<file path="config.mk">
export PLATFORM = sky130hd
export DESIGN_NAME = wide_add_seq
export DESIGN_NICKNAME = d
export VERILOG_FILES = /design/src/rtl/wide_add_seq.sv
export SDC_FILE = /design/constraint.sdc
export NUM_CORES = 1
export LEC_CHECK = 0
export CORE_ASPECT_RATIO = 0.9
export CORE_UTILIZATION = 55
export DETAILED_ROUTE_END_ITERATION = 6
export GPL_ROUTABILITY_DRIVEN = 0
export PLACE_DENSITY = 0.85
export RECOVER_POWER = 50
export SETUP_SLACK_MARGIN = 0.3
export SYNTH_ARGS = -nofsm -noshare
export SYNTH_HDL_FRONTEND = slang
export SYNTH_SLANG_ARGS = --single-unit
</file>
<file path="constraint.sdc">
create_clock -name clk -period 21.8 [get_ports clk]
set_clock_uncertainty 0.1 [all_clocks]
set_input_delay 4.36 -clock clk [delete_from_list [all_inputs] [get_ports clk]]
set_output_delay 4.36 -clock clk [all_outputs]
set_load 0.02 [all_outputs]
</file>
<file path="src/rtl/wide_add_seq.sv">
`default_nettype none
// ============================================================================
//  Module      : wide_add_seq
//  Description : Multi-beat wide adder/subtractor. One 16-bit carry-skip slice
//                is reused once per beat, least-significant beat first.
//  Revision    : 1.0 - initial release
// ============================================================================
module wide_add_seq #(
    parameter int WORDS = 4
) (
    input  logic                clk,
    input  logic                rst_n,
    input  logic                in_valid,
    output logic                in_ready,
    input  logic [16*WORDS-1:0] op_a,
    input  logic [16*WORDS-1:0] op_b,
    input  logic                sub,
    output logic                out_valid,
    input  logic                out_ready,
    output logic [16*WORDS-1:0] result,
    output logic                cout,
    output logic                ovf
);

    localparam int              DATA_W    = 16 * WORDS;
    localparam int              BEAT_W    = (WORDS > 1) ? $clog2(WORDS) : 1;
    localparam logic [BEAT_W-1:0] LAST_BEAT = BEAT_W'(WORDS - 1);

    typedef enum logic [1:0] {
        ST_IDLE = 2'd0,
        ST_CALC = 2'd1,
        ST_DONE = 2'd2
    } state_t;

    state_t              r_state;
    logic [DATA_W-1:0]   r_a;
    logic [DATA_W-1:0]   r_b;
    logic [DATA_W-1:0]   r_result;
    logic [BEAT_W-1:0]   r_beat;
    logic                r_carry;
    logic                r_cout;
    logic                r_ovf;
    logic                r_in_ready;
    logic                r_out_valid;

    logic [15:0]         w_slice_a;
    logic [15:0]         w_slice_b;
    logic [15:0]         w_slice_sum;
    logic                w_slice_cout;
    logic [4:0]          w_grp_c;

    // Beat-indexed operand mux built from constant selects only.
    always_comb begin
        w_slice_a = 16'h0000;
        w_slice_b = 16'h0000;
        for (int i = 0; i < WORDS; i++) begin
            if (r_beat == BEAT_W'(i)) begin
                w_slice_a = r_a[16*i +: 16];
                w_slice_b = r_b[16*i +: 16];
            end
        end
    end

    // 16-bit carry-skip slice: four 4-bit ripple groups, each bypassed when
    // every bit of the group propagates.
    assign w_grp_c[0] = r_carry;

    for (genvar g = 0; g < 4; g++) begin : g_group
        logic [4:0] w_c;
        logic [3:0] w_p;

        assign w_c[0] = w_grp_c[g];

        for (genvar i = 0; i < 4; i++) begin : g_bit
            assign w_p[i]                = w_slice_a[4*g+i] ^ w_slice_b[4*g+i];
            assign w_slice_sum[4*g+i]    = w_p[i] ^ w_c[i];
            assign w_c[i+1]              = (w_slice_a[4*g+i] & w_slice_b[4*g+i])
                                         | (w_p[i] & w_c[i]);
        end

        assign w_grp_c[g+1] = (&w_p) ? w_grp_c[g] : w_c[4];
    end

    assign w_slice_cout = w_grp_c[4];

    always_ff @(posedge clk or negedge rst_n) begin
        if (!rst_n) begin
            r_state     <= ST_IDLE;
            r_a         <= '0;
            r_b         <= '0;
            r_result    <= '0;
            r_beat      <= '0;
            r_carry     <= 1'b0;
            r_cout      <= 1'b0;
            r_ovf       <= 1'b0;
            r_in_ready  <= 1'b1;
            r_out_valid <= 1'b0;
        end else begin
            case (r_state)
                ST_IDLE: begin
                    if (in_valid) begin
                        // Subtraction is a + ~b + 1; the +1 rides in on the carry.
                        r_a        <= op_a;
                        r_b        <= op_b ^ {DATA_W{sub}};
                        r_carry    <= sub;
                        r_beat     <= '0;
                        r_in_ready <= 1'b0;
                        r_state    <= ST_CALC;
                    end
                end

                ST_CALC: begin
                    for (int i = 0; i < WORDS; i++) begin
                        if (r_beat == BEAT_W'(i)) begin
                            r_result[16*i +: 16] <= w_slice_sum;
                        end
                    end
                    r_carry <= w_slice_cout;
                    if (r_beat == LAST_BEAT) begin
                        r_cout      <= w_slice_cout;
                        r_ovf       <= (w_slice_a[15] == w_slice_b[15]) &&
                                       (w_slice_sum[15] != w_slice_a[15]);
                        r_beat      <= '0;
                        r_out_valid <= 1'b1;
                        r_state     <= ST_DONE;
                    end else begin
                        r_beat <= r_beat + 1'b1;
                    end
                end

                ST_DONE: begin
                    if (out_ready) begin
                        r_out_valid <= 1'b0;
                        r_in_ready  <= 1'b1;
                        r_state     <= ST_IDLE;
                    end
                end

                default: begin
                    r_out_valid <= 1'b0;
                    r_in_ready  <= 1'b1;
                    r_state     <= ST_IDLE;
                end
            endcase
        end
    end

    assign in_ready  = r_in_ready;
    assign out_valid = r_out_valid;
    assign result    = r_result;
    assign cout      = r_cout;
    assign ovf       = r_ovf;

endmodule
`default_nettype wire

</file>
# After elaboration in Yosys (flattened, before gate mapping)
# Index checks and enable logic that the tools add are counted.
# W data, S select, Z words.
# classes
n_reduce_logical	17
addsub	1
n_bitwise	83
muxes	27
eq_ne	10
# op_table
operator	count
$mux W16	8
$xor A64 B64 Y64	1
$and A1 B1 Y1	32
$xor A1 B1 Y1	32
$or A1 B1 Y1	16
$reduce_and A4 Y1	4
$reduce_and A2 Y1	6
$mux W2	5
$mux W1	9
$reduce_and A3 Y1	3
$eq A2 B2 Y1 const B	3
$ne A2 B2 Y1 const B	3
$pmux W1 S3	2
$pmux W2 S3	1
$eq A2 B1 Y1 const B	2
$logic_not A2 Y1	2
$pmux W2 S2	1
$add A2 B1 Y2 const B	1
$not A1 Y1	2
$pmux W1 S2	1
$reduce_bool A2 Y1	1
$eq A1 B1 Y1	1
$logic_and A1 B1 Y1	1
$ne A1 B1 Y1	1
# totals
output_inout_bits	68
ff_bits	201
wordCells	151

# Longest topological paths before layout
# Gate-level depths: netlist of the first run.
# logic_depth
depth_word	43
ltp_mapped	34

# Least setup slack after synthesis of the first run
# No wires, ideal clock.
# synth_timing
path_kind	reg2reg
startpoint	reg r_beat[0]
endpoint	reg r_ovf, in the netlist ovf
path_slack_ns	12.740
t_required_ns	21.608
synth_period_minus_slack_ns	9.060
path_stages_with_launch	34
arrival_ns	8.868
path_cell_list	dfrtp_1 inv_1 ha_1 buf_2 clkbuf_1 clkbuf_1 a21oi_1 o21ai_0 fa_1 fa_1 fa_1 inv_1 fa_1 inv_1 mux2i_1 fa_1 fa_1 fa_1 fa_1 inv_1 a21oi_1 fa_1 fa_1 fa_1 fa_1 nand2_1 nand2_1 fa_1 fa_1 fa_1 inv_1 fa_1 xnor2_1 o31ai_2
# synth_between
elab_chain_cells	42
word_cells_on_any_way	84
# synth_lines
element	line_no	source
start, declared	39	logic [BEAT_W-1:0] r_beat;
start signal, assigned	127	r_beat <= r_beat + 1'b1;
$logic_not A2 Y1	57	if (r_beat == BEAT_W'(i)) begin
$mux W16 (4 in series)	57	
$xor A1 B1 Y1	75	assign w_p[i] = w_slice_a[4*g+i] ^ w_slice_b[4*g+i];
$and A1 B1 Y1	78	| (w_p[i] & w_c[i]);
$or A1 B1 Y1	78	
$and A1 B1 Y1	78	
$or A1 B1 Y1	78	
$and A1 B1 Y1	78	
[24 not listed]	--	
$and A1 B1 Y1	78	
$or A1 B1 Y1	78	
$and A1 B1 Y1	78	
$or A1 B1 Y1	78	
$xor A1 B1 Y1 (*)	76	assign w_slice_sum[4*g+i] = w_p[i] ^ w_c[i];
named net w_slice_sum[15]	48	logic [15:0] w_slice_sum;
$ne A1 B1 Y1 (*)	122	(w_slice_sum[15] != w_slice_a[15]);
$logic_and A1 B1 Y1 (*)	121	r_ovf <= (w_slice_a[15] == w_slice_b[15]) &&
end signal, assigned	121	
end, declared	42	logic r_ovf;
# The timed path passes the listed nets; every way through them passes the cells marked *.
# A chain may end at the register's enable or synchronous reset.

==> out/qor.json, run 1 <==
{
  "crit_chain": "clkbuf_1 > clkbuf_1",
  "layout-drive-gt1-share": 0.1038,
  "detailedRoute.firstPassIterationCount": 6,
  "syn_to_final_growth_pct": 25.83,
  "clk_transition_reported_paths_ns": 0.06,
  "ys_dominant_reg_cell": "dfrtp_1",
  "timing.critical_path.slowest_cell_delay_ns": 4.42,
  "final_hold_viol_count": 0,
  "routed_wl_um": 23890,
  "required_ns": 21.38,
  "clock_insertion_delay_worst_skew_ns": 0.50,
  "critPathBufInv": 2,
  "path_class": "input port to asynchronous set/reset pin",
  "number_of_antenna_violations_at_the_first_check_in_global_routing": 0,
  "grt_pass1_wl_um": 37520,
  "synthDistinctLibCells": 41,
  "path_max_fanout": 122,
  "cp.arrival_ns": 11.95,
  "effective_utilization_at_floorplan": 0.5603,
  "worstMarginPinSlew_ns": 6.449,
  "synth-edff-count": 0,
  "worst_path_most_repeated_cell": "clkbuf_1",
  "dp.final_hpwl_um": 17030,
  "cts_tree": "built",
  "max_freq_mhz": 80.86,
  "critical-path-top-delay-family": "buffers and inverters",
  "ys_async_sr_fraction": 1.000,
  "worst_slew_slack_as_a_fraction_of_its_limit": -3.299,
  "cellPowerDensity_mw_per_mm2": 184.1,
  "status": "finished with violations",
  "power.share.sequential": 0.303,
  "synth.yosys.seq_area_share": 0.5098,
  "clock_power_share": 0.140,
  "critPathCaptureType": "asynchronous set/reset pin",
  "clock_tree.buffer_depth": 3,
  "die-width_um": 143.2,
  "most_frequent_standard_cell_in_the_layout_excluding_fill_and_tap_cells": "dfrtp_1",
  "synth.ff_latch_count": 201,
  "antenna_left": 0,
  "route.vias.total": 7172,
  "layout.nets": 1227,
  "internal_power_w": 0.001270,
  "failing_checks": "max-capacitance violations, max-slew violations",
  "power.net_switching_w": 0.001016,
  "grt_remaining_overflow": 0,
  "clock_tree.root_cell": "clkbuf_16",
  "cts_setup_buffers": 0,
  "ioPinCount": 201,
  "port_buffers": 200,
  "drtIter0Drc": 591,
  "numClockSinks": 201,
  "synth-warning-count": 0,
  "cts-hold-fix-buffers": 0,
  "final.min_clock_period_ns": 12.37,
  "post_synth_instance_area_mm2": 0.009868,
  "drc": 0,
  "htree_num_levels": 1,
  "grt_max_degree": 126,
  "synthesized_area_divided_by_synthesized_cell_count_um2": 11.06,
  "drv.max_cap_violation_count": 3,
  "avgRoutedWirePerCell_um": 18.23,
  "postSynthNetCount": 1061,
  "full_die_area_mm2": 0.01848,
  "totalNegativeSetupSlack_ns": 0,
  "avgViaCountPerCell": 5.475,
  "hold_path_class": "flop to flop",
  "setup_viol": 0,
  "layout_setup_ws_ns": 9.433,
  "floorplan.die.height_um": 129.1,
  "pre_cts_ws_ns": 12.10,
  "grt_pass1_vias": 7063,
  "final.period_utilization": 0.5673,
  "cts_made_buffers": 21,
  "grt_usage": 0.2667,
  "post_cts_resized": 0,
  "floorplan.rows": 46,
  "maxSlewViolCount": 252,
  "layout_common_cells": "dfrtp_1 (200), clkdlybuf4s50_1 (139), a21oi_1 (92), nor2_1 (74), nand2_1 (69)",
  "placeableCoreArea_mm2": 0.01761,
  "peakVddDrop_mv": 0.09828,
  "comb_power_share": 0.557,
  "power.static_leakage_nw": 5.264,
  "critical_path.startpoint_type": "input port",
  "switching_share_of_total_power": 0.4442,
  "cell_with_the_largest_stage_delay_on_the_worst_path": "clkbuf_1",
  "rsz0062_at_grt": "no",
  "synth_cells": 892,
  "report.power.total_w": 0.002286
}
-- power by group through the flow --
stage	Combinational, W	Sequential [W]	Clock, W
floorplan	0.000805	0.000726	0
global placement	0.00123	0.000691	0
detailed placement	0.00128	0.000697	0
CTS	0.00130	0.000693	0.000323
global route	0.00140	0.000710	0.000337
finish	0.00127	0.000694	0.000319
-- state kept, by name, summed over array words and instances, names as in the netlist --
signal     cells
r_beat         2
cout           1
r_carry        1
r_state        2
result        64
r_a           64
in_ready       1
ovf            1
out_valid      1
r_b           64
-- synth_stat cells (all sizes together) (2+ instances only) --
| master | count | share of area |
|---|---|---|
| ha | 20 | 0.025 |
| nand4 | 4 | 0.0025 |
| o21ai | 60 | 0.030 |
| fa | 16 | 0.032 |
| inv | 29 | 0.011 |
| mux2 | 80 | 0.091 |
| o31ai | 2 | 0.0020 |
| nand3b | 8 | 0.0061 |
| xnor2 | 65 | 0.058 |
| nand2b | 2 | 0.0013 |
| mux2i | 2 | 0.0020 |
| nor2b | 27 | 0.018 |
| a221oi | 22 | 0.032 |
| nor3 | 23 | 0.013 |
| nand2 | 73 | 0.029 |
| a22oi | 2 | 0.0015 |
| buf | 48 | 0.033 |
| a21oi | 101 | 0.055 |
| dfrtp | 200 | 0.51 |
| a21o | 13 | 0.0099 |
| clkbuf | 15 | 0.0057 |
| nor2 | 74 | 0.028 |
-- stage by stage --
step	hold slack, ns	cells	util	cell area (um^2)
6_report	0.3742	1310	0.7050	12420
5_1_grt	0.3986	1309	0.7049	12410
4_1_cts	0.3831	1309	0.7065	12440
3_5_place_dp	0.3699	1275	0.6729	11850
3_3_place_gp	0.3610	1275	0.6729	11850
2_1_floorplan	0.3580	892	-	9868
-- path summary, 6_finish.rpt --
path                                     endpoint  cells past startpoint                   start  slack, ns
min reg2reg                result[10]$_DFFE_PN0P_                      2  result[10]$_DFFE_PN0P_       0.37
min                        result[10]$_DFFE_PN0P_                      2  result[10]$_DFFE_PN0P_       0.37
max                           r_a[36]$_DFFE_PN0P_                      2                   rst_n       9.43
min in group asynchronous     r_b[45]$_DFFE_PN0P_                      1                   rst_n       6.20
max in group clk                  ovf$_DFFE_PN0P_                     31   r_beat[0]$_DFFE_PN0P_      10.64
max reg2reg                       ovf$_DFFE_PN0P_                     31   r_beat[0]$_DFFE_PN0P_      10.64
-- layer usage --
layer  wire length (um)  vias up  global-route usage
met3               1704       45             0.04435
met2              11070      276              0.4247
met1              10430     3498              0.3761
met4                685        0             0.08602
met5                  0        -                   0
li1                   -     3353                   -
-- cell type report --
cell class / instances / area, um^2
clock buffer: 29 / 565.5
clock inverter: 5 / 25.02
antenna: 1 / 2.502
sequential: 201 / 5031
tap: 240 / 300.3
multi-input combinational: 599 / 4353
timing repair buffer: 206 / 2031
fill: 1356 / 5195
inverter: 29 / 108.9
-- cell families (layout without fill, tap and decap cells) --
logic type | after synthesis | count (layout) | synth area share
adder cells (fa/ha/maj) | 36 | 36 | 0.05782
buffers and inverters | 92 | 269 | 0.04932
AO/OA/AOI/OAI | 204 | 204 | 0.1335
flip-flops | 201 | 201 | 0.5098
multiplexers | 82 | 82 | 0.09332
XOR/XNOR | 65 | 65 | 0.05769
AND/OR/NAND/NOR | 212 | 212 | 0.09852
other | 0 | 1 | 0
Note: power is estimated with default switching activity, not from simulation.
==> inputs of run 2 (changes only) <==
- CORE_UTILIZATION: 55 -> 52
- PLACE_DENSITY: 0.85 -> 0.81
- clock period: 21.8 -> 11.7 ns (I/O delays scaled with it)
==> out/qor.json, run 2 (synthesis gave the netlist of run 1 again) <==
{
  "status": "finished with violations",
  "failing_checks": "max-capacitance violations, max-slew violations",
  "most_frequent_standard_cell_in_the_layout_excluding_fill_and_tap_cells": "dfrtp_1",
  "internal_power": {"value": 0.002406, "unit": "W", "change": "+89%"},
  "path_max_fanout": {"value": 28, "change": "-77%"},
  "cts_made_buffers": {"value": 22, "change": "+4.8%"},
  "grt_pass1_wl": {"value": 37740, "unit": "um", "change": "+0.57%"},
  "switching_share_of_total_power": {"value": 0.4375, "change": "-0.006695"},
  "comb_power_share": {"value": 0.547, "change": "-0.010"},
  "placeableCoreArea": {"value": 0.01847, "unit": "mm^2", "change": "+4.8%"},
  "required": {"value": 11.99, "unit": "ns", "change": "-9.39 ns"},
  "pre_cts_ws": {"value": 1.907, "unit": "ns", "change": "-10.20 ns"},
  "critPathBufInv": {"value": 6, "change": "+4"},
  "setup_viol": {"value": 0, "change": "unchanged"},
  "hold_path_class": "flop to flop",
  "final.min_clock_period_ns": 10.01,
  "path_class": "flop to flop",
  "grt_remaining_overflow": {"value": 0, "change": "unchanged"},
  "effective_utilization_at_floorplan": {"value": 0.5344, "change": "-0.02589"},
  "drc": {"value": 0, "change": "unchanged"},
  "layout.filler_cells": {"value": 1422, "change": "+4.9%"},
  "antenna_left": {"value": 0, "change": "unchanged"},
  "routed_wl": {"value": 23530, "unit": "um", "change": "-1.5%"},
  "finish.instance_area": {"value": 0.01251, "unit": "mm^2", "change": "+0.76%"},
  "critical_path.startpoint_type": "flop",
  "peakVddDrop": {"value": 0.1803, "unit": "mV", "change": "+84%"},
  "worstMarginPinSlew": {"value": 6.783, "unit": "ns", "change": "+0.3335 ns"},
  "clk_transition_reported_paths": {"value": 0.06, "unit": "ns", "change": "about the same"},
  "layout-drive-gt1-share": {"value": 0.1072, "change": "+0.003341"},
  "worst_slew_slack_as_a_fraction_of_its_limit": {"value": -3.522, "change": "-0.2223"},
  "rsz0062_at_grt": "no",
  "floorplan.die.height": {"value": 132.7, "unit": "um", "change": "+2.8%"},
  "clock_insertion_delay_worst_skew": {"value": 0.49, "unit": "ns", "change": "about the same"},
  "layout.cells.non_filler": {"value": 1318, "change": "+0.61%"},
  "detailedRoute.firstPassIterationCount": {"value": 5, "change": "-1"},
  "layout.nets": {"value": 1227, "change": "unchanged"},
  "htree_num_levels": {"value": 1, "change": "unchanged"},
  "grt_pass1_vias": {"value": 7018, "change": "-0.64%"},
  "max_freq_mhz": 99.93,
  "maxSlewViolCount": {"value": 204, "change": "-19%"},
  "avgViaCountPerCell": {"value": 5.395, "change": "-1.5%"},
  "totalNegativeSetupSlack": {"value": 0, "unit": "ns", "change": "unchanged"},
  "cts_setup_buffers": {"value": 0, "change": "unchanged"},
  "power.net_switching": {"value": 0.001871, "unit": "W", "change": "+84%"},
  "dp.cells": {"value": 1279, "change": "+0.31%"},
  "power.share.sequential": {"value": 0.303, "change": "about the same"},
  "numClockSinks": {"value": 201, "change": "unchanged"},
  "post_dp_area": {"value": 0.01186, "unit": "mm^2", "change": "about the same"},
  "cp.arrival": {"value": 10.29, "unit": "ns", "change": "-1.66 ns"},
  "drv.max_cap_violation_count": {"value": 2, "change": "-1"},
  "clock_power_share": {"value": 0.150, "change": "+0.010"},
  "insertedDiodeCount": {"value": 0, "change": "-1"},
  "ioPinCount": {"value": 201, "change": "unchanged"},
  "floorplan.rows": {"value": 47, "change": "+2.2%"},
  "post_cts_resized": {"value": 0, "change": "unchanged"},
  "grt_usage": {"value": 0.2476, "change": "-0.01914"},
  "cellPowerDensity": {"value": 341.9, "unit": "mW/mm^2", "change": "+86%"},
  "cell_with_the_largest_stage_delay_on_the_worst_path": "ha_1",
  "syn_to_final_growth_pct": 26.78,
  "cts-hold-fix-buffers": {"value": 0, "change": "unchanged"},
  "worst_path_most_repeated_cell": "fa_1",
  "clock_tree.buffer_depth": {"value": 3, "change": "unchanged"},
  "die-width": {"value": 147.2, "unit": "um", "change": "+2.8%"},
  "avgRoutedWirePerCell": {"value": 17.85, "unit": "um", "change": "-2.1%"},
  "port_buffers": {"value": 200, "change": "unchanged"},
  "route.vias.total": {"value": 7110, "change": "-0.86%"},
  "critical-path-top-delay-family": "adder cells",
  "full_die_area": {"value": 0.01953, "unit": "mm^2", "change": "+5.7%"},
  "grt_max_degree": {"value": 173, "change": "+37%"},
  "layout_common_cells": "dfrtp_1 (200), clkdlybuf4s50_1 (133), a21oi_1 (92), nor2_1 (74), nand2_1 (69)",
  "clock_tree.root_cell": "clkbuf_16",
  "power.static_leakage": {"value": 5.312, "unit": "nW", "change": "+0.91%"},
  "layout_setup_ws": {"value": 1.693, "unit": "ns", "change": "-7.740 ns"},
  "final.period_utilization": 0.8553,
  "timing.critical_path.slowest_cell_delay": {"value": 0.66, "unit": "ns", "change": "-3.76 ns"},
  "number_of_antenna_violations_at_the_first_check_in_global_routing": {"value": 0, "change": "unchanged"},
  "critPathCaptureType": "flop",
  "drtIter0Drc": {"value": 475, "change": "-20%"},
  "final_hold_viol_count": {"value": 0, "change": "unchanged"},
  "cts_tree": "built",
  "dp.final_hpwl": {"value": 16980, "unit": "um", "change": "-0.34%"}
}
[run 2: cell count changes in the layout (fill, tap and decap cells not counted), sizes merged]
cell	before	now
dlygate4sd3	59	65
clkbuf	32	37
clkdlybuf4s50	139	133
clkinv	5	4
diode	1	0
[run 2: final timing paths]
check | cells after the start | slack [ns] | from | end
min reg2reg | 2 | 0.37 | result[14]$_DFFE_PN0P_ | result[14]$_DFFE_PN0P_
min | 2 | 0.37 | result[14]$_DFFE_PN0P_ | result[14]$_DFFE_PN0P_
max | 33 | 1.69 | r_beat[1]$_DFFE_PN0P_ | ovf$_DFFE_PN0P_
min in group asynchronous | 1 | 4.30 | rst_n | r_b[45]$_DFFE_PN0P_
max in group asynchronous | 2 | 2.89 | rst_n | r_a[7]$_DFFE_PN0P_
max reg2reg | 33 | 1.69 | r_beat[1]$_DFFE_PN0P_ | ovf$_DFFE_PN0P_
[run 2: worst reg2reg max path, delay by kind of cell, from the launching register on]
kind | cells | cell delay, ns
muxes | 1 | 0.12
DFF | 1 | 0.41
xor gates and xnor gates | 1 | 0.17
AOI/OAI and AO/OA | 5 | 0.78
buffers and inverters | 6 | 0.84
and+or+nand+nor | 3 | 0.24
adders and majority gates | 17 | 7.24
[run 2: layout make-up]
class	instances	area (um^2)	share of cell area
clock buffer	35	650.6	0.05201
clock inverter	4	20.02	0.001600
inverter	29	108.9	0.008701
multi-input combinational	599	4353	0.3479
sequential	201	5031	0.4021
tap	245	306.5	0.02450
timing repair buffer	205	2041	0.1631
[run 2: per-stage QoR]
| stage | util | total power (W) | hold WS [ns] |
|---|---|---|---|
| 2_1_floorplan | - | 0.002853 | 0.3580 |
| 3_3_place_gp | 0.6424 | 0.003603 | 0.3610 |
| 3_5_place_dp | 0.6424 | 0.003686 | 0.3709 |
| 4_1_cts | 0.6788 | 0.004348 | 0.3864 |
| 5_1_grt | 0.6775 | 0.004595 | 0.4038 |
| 6_report | 0.6775 | 0.004277 | 0.3737 |
[run 2: power by group through the flow]
stage                     Clock, W  Combinational, W  Sequential [W]
after detailed placement         0           0.00238         0.00130
after CTS                 0.000653           0.00240         0.00130
after global routing      0.000678           0.00259         0.00133
final                     0.000643           0.00234         0.00129
after global placement           0           0.00231         0.00129
after floorplan                  0           0.00150         0.00135
[run 2: per-layer routing]
layer / vias to the layer above / wire length (um) / GRT usage
li1: 3354 / - / -
met5: - / 0 / 0
met3: 31 / 1252 / 0.03310
met1: 3490 / 10870 / 0.3672
met4: 0 / 552 / 0.06472
met2: 235 / 10860 / 0.3847
==> inputs of run 3 (changes only) <==
- CORE_UTILIZATION: 52 -> 45
- PLACE_DENSITY: 0.81 -> 0.71
==> out/qor.json, run 3 (synthesis gave the netlist of run 1 again) <==
{
  "status": "finished with violations",
  "failing_checks": "max-capacitance violations, max-slew violations",
  "grt_usage": {"value": 0.2165, "change": "-0.03113"},
  "peakVddDrop": {"value": 0.1754, "unit": "mV", "change": "-2.7%"},
  "worst_path_most_repeated_cell": "fa_1",
  "ioPinCount": {"value": 201, "change": "unchanged"},
  "grt_pass1_vias": {"value": 6701, "change": "-4.5%"},
  "cts_setup_buffers": {"value": 0, "change": "unchanged"},
  "critPathBufInv": {"value": 6, "change": "unchanged"},
  "floorplan.rows": {"value": 51, "change": "+8.5%"},
  "number_of_antenna_violations_at_the_first_check_in_global_routing": {"value": 0, "change": "unchanged"},
  "floorplan.die.height": {"value": 142.5, "unit": "um", "change": "+7.4%"},
  "critical_path.startpoint_type": "flop",
  "avgViaCountPerCell": {"value": 5.119, "change": "-5.1%"},
  "cts_made_buffers": {"value": 21, "change": "-4.5%"},
  "effective_utilization_at_floorplan": {"value": 0.4575, "change": "-0.07689"},
  "detailedRoute.firstPassIterationCount": {"value": 6, "change": "+1"},
  "path_max_fanout": {"value": 53, "change": "+89%"},
  "final.period_utilization": {"value": 0.8377, "change": "-0.01759"},
  "critPathCaptureType": "flop",
  "numClockSinks": {"value": 201, "change": "unchanged"},
  "maxSlewViolCount": {"value": 204, "change": "unchanged"},
  "worst_slew_slack_as_a_fraction_of_its_limit": {"value": -3.337, "change": "+0.1852"},
  "full_die_area": {"value": 0.02253, "unit": "mm^2", "change": "+15%"},
  "layout_common_cells": "dfrtp_1 (200), clkdlybuf4s50_1 (133), a21oi_1 (92), nor2_1 (74), nand2_1 (69)",
  "cts_tree": "built",
  "layout.filler_cells": {"value": 1900, "change": "+34%"},
  "final.min_clock_period": {"value": 9.802, "unit": "ns", "change": "-0.2058 ns"},
  "die-width": {"value": 158.1, "unit": "um", "change": "+7.4%"},
  "post_cts_resized": {"value": 0, "change": "unchanged"},
  "avgRoutedWirePerCell": {"value": 17.41, "unit": "um", "change": "-2.5%"},
  "post_dp_area": {"value": 0.01192, "unit": "mm^2", "change": "+0.44%"},
  "antenna_left": {"value": 0, "change": "unchanged"},
  "multi_input_comb_area": {"value": 0.004360, "unit": "mm^2", "change": "+0.17%"},
  "insertedDiodeCount": {"value": 0, "change": "unchanged"},
  "port_buffers": {"value": 200, "change": "unchanged"},
  "critical-path-top-delay-family": "adder cells",
  "timing.critical_path.slowest_cell_delay": {"value": 0.56, "unit": "ns", "change": "-0.10 ns"},
  "grt_max_degree": {"value": 124, "change": "-28%"},
  "drv.max_cap_violation_count": {"value": 2, "change": "unchanged"},
  "layout.nets": {"value": 1227, "change": "unchanged"},
  "finish.instance_area": {"value": 0.01255, "unit": "mm^2", "change": "+0.31%"},
  "most_frequent_standard_cell_in_the_layout_excluding_fill_and_tap_cells": "dfrtp_1",
  "cell_with_the_largest_stage_delay_on_the_worst_path": "buf_4",
  "route.vias.total": {"value": 6957, "change": "-2.2%"},
  "layout.area.seq": {"value": 0.005031, "unit": "mm^2", "change": "unchanged"},
  "clock_tree.buffer_depth": {"value": 3, "change": "unchanged"},
  "cellPowerDensity": {"value": 340.0, "unit": "mW/mm^2", "change": "-0.55%"},
  "drtIter0Drc": {"value": 405, "change": "-15%"},
  "rsz0062_at_grt": "no",
  "placeableCoreArea": {"value": 0.02157, "unit": "mm^2", "change": "+17%"},
  "required": {"value": 12.00, "unit": "ns", "change": "about the same"},
  "drc": {"value": 0, "change": "unchanged"},
  "totalNegativeSetupSlack": {"value": 0, "unit": "ns", "change": "unchanged"},
  "clock_tree.root_cell": "clkbuf_16",
  "clock_insertion_delay_worst_skew": {"value": 0.49, "unit": "ns", "change": "about the same"},
  "layout-drive-gt1-share": {"value": 0.1086, "change": "+0.001438"},
  "syn_to_final_growth_pct": 27.17,
  "grt_remaining_overflow": {"value": 0, "change": "unchanged"},
  "htree_num_levels": {"value": 1, "change": "unchanged"},
  "cp.arrival": {"value": 10.10, "unit": "ns", "change": "-0.19 ns"},
  "routed_wl": {"value": 23660, "unit": "um", "change": "+0.57%"},
  "dp.final_hpwl": {"value": 17410, "unit": "um", "change": "+2.5%"},
  "cts-hold-fix-buffers": {"value": 0, "change": "unchanged"},
  "pre_cts_ws": {"value": 2.005, "unit": "ns", "change": "+0.09725 ns"},
  "clk_transition_reported_paths": {"value": 0.06, "unit": "ns", "change": "about the same"},
  "final_hold_viol_count": {"value": 0, "change": "unchanged"},
  "max_freq": {"value": 102.0, "unit": "MHz", "change": "+2.1%"},
  "grt_pass1_wl": {"value": 36980, "unit": "um", "change": "-2.0%"},
  "path_class": "flop to flop",
  "hold_path_class": "flop to flop",
  "layout_setup_ws": {"value": 1.898, "unit": "ns", "change": "+0.2058 ns"},
  "worstMarginPinSlew": {"value": 6.505, "unit": "ns", "change": "-0.2779 ns"},
  "power.static_leakage": {"value": 5.310, "unit": "nW", "change": "about the same"},
  "setup_viol": {"value": 0, "change": "unchanged"}
}
==> run 3: worst paths after layout <==
check / startpoint / end / slack, ns / depth (start not counted)
min in group asynchronous: rst_n / r_b[45]$_DFFE_PN0P_ / 4.18 / 1
min: result[54]$_DFFE_PN0P_ / result[54]$_DFFE_PN0P_ / 0.37 / 2
min reg2reg: result[54]$_DFFE_PN0P_ / result[54]$_DFFE_PN0P_ / 0.37 / 2
max: r_beat[0]$_DFFE_PN0P_ / ovf$_DFFE_PN0P_ / 1.90 / 31
max reg2reg: r_beat[0]$_DFFE_PN0P_ / ovf$_DFFE_PN0P_ / 1.90 / 31
max in group asynchronous: rst_n / r_a[56]$_DFFE_PN0P_ / 3.02 / 2
==> run 3: metrics by stage <==
stage / hold slack [ns] / total power [W] / std cells / utilization
floorplan: 0.3580 / 0.002853 / 892 / -
global placement: 0.3613 / 0.003628 / 1326 / 0.5524
detailed placement: 0.3694 / 0.003691 / 1326 / 0.5524
CTS: 0.3826 / 0.004348 / 1359 / 0.5826
global route: 0.3916 / 0.004616 / 1359 / 0.5819
finish: 0.3721 / 0.004267 / 1359 / 0.5819
==> run 3: final cells by class <==
cell class,count,share of cell area
flip-flops and latches,201,0.4009
clock buffers,30,0.04855
inverters,29,0.008674
repair buffers,206,0.1622
clock inverters,3,0.003190
well taps,291,0.02901
multi-input cells,599,0.3475
==> run 3: worst reg2reg max path, delay by kind of cell, from the launching register on <==
| kind | cells | cell delay (ns) |
|---|---|---|
| AO/OA/AOI/OAI | 4 | 0.74 |
| XOR/XNOR | 1 | 0.17 |
| adder cells (fa/ha/maj) | 17 | 7.03 |
| buffers and inverters | 6 | 0.97 |
| flip-flops | 1 | 0.43 |
| multiplexers | 1 | 0.13 |
| AND/OR/NAND/NOR | 2 | 0.15 |
==> run 3: metal layers <==
layer  routed length (um)  up-vias  track usage
li1                     -     3358            -
met1                11640     3346       0.3267
met2                10030      211       0.3193
met3                 1309       42      0.03136
met4                  683        0      0.06781
met5                    0        -            0
==> run 3: power breakdown <==
group	switching, W	internal [W]	leakage (nW)
combinational	0.00136	0.000972	2.63
clock	0.000258	0.000380	0.321
sequential	0.000240	0.00105	2.36
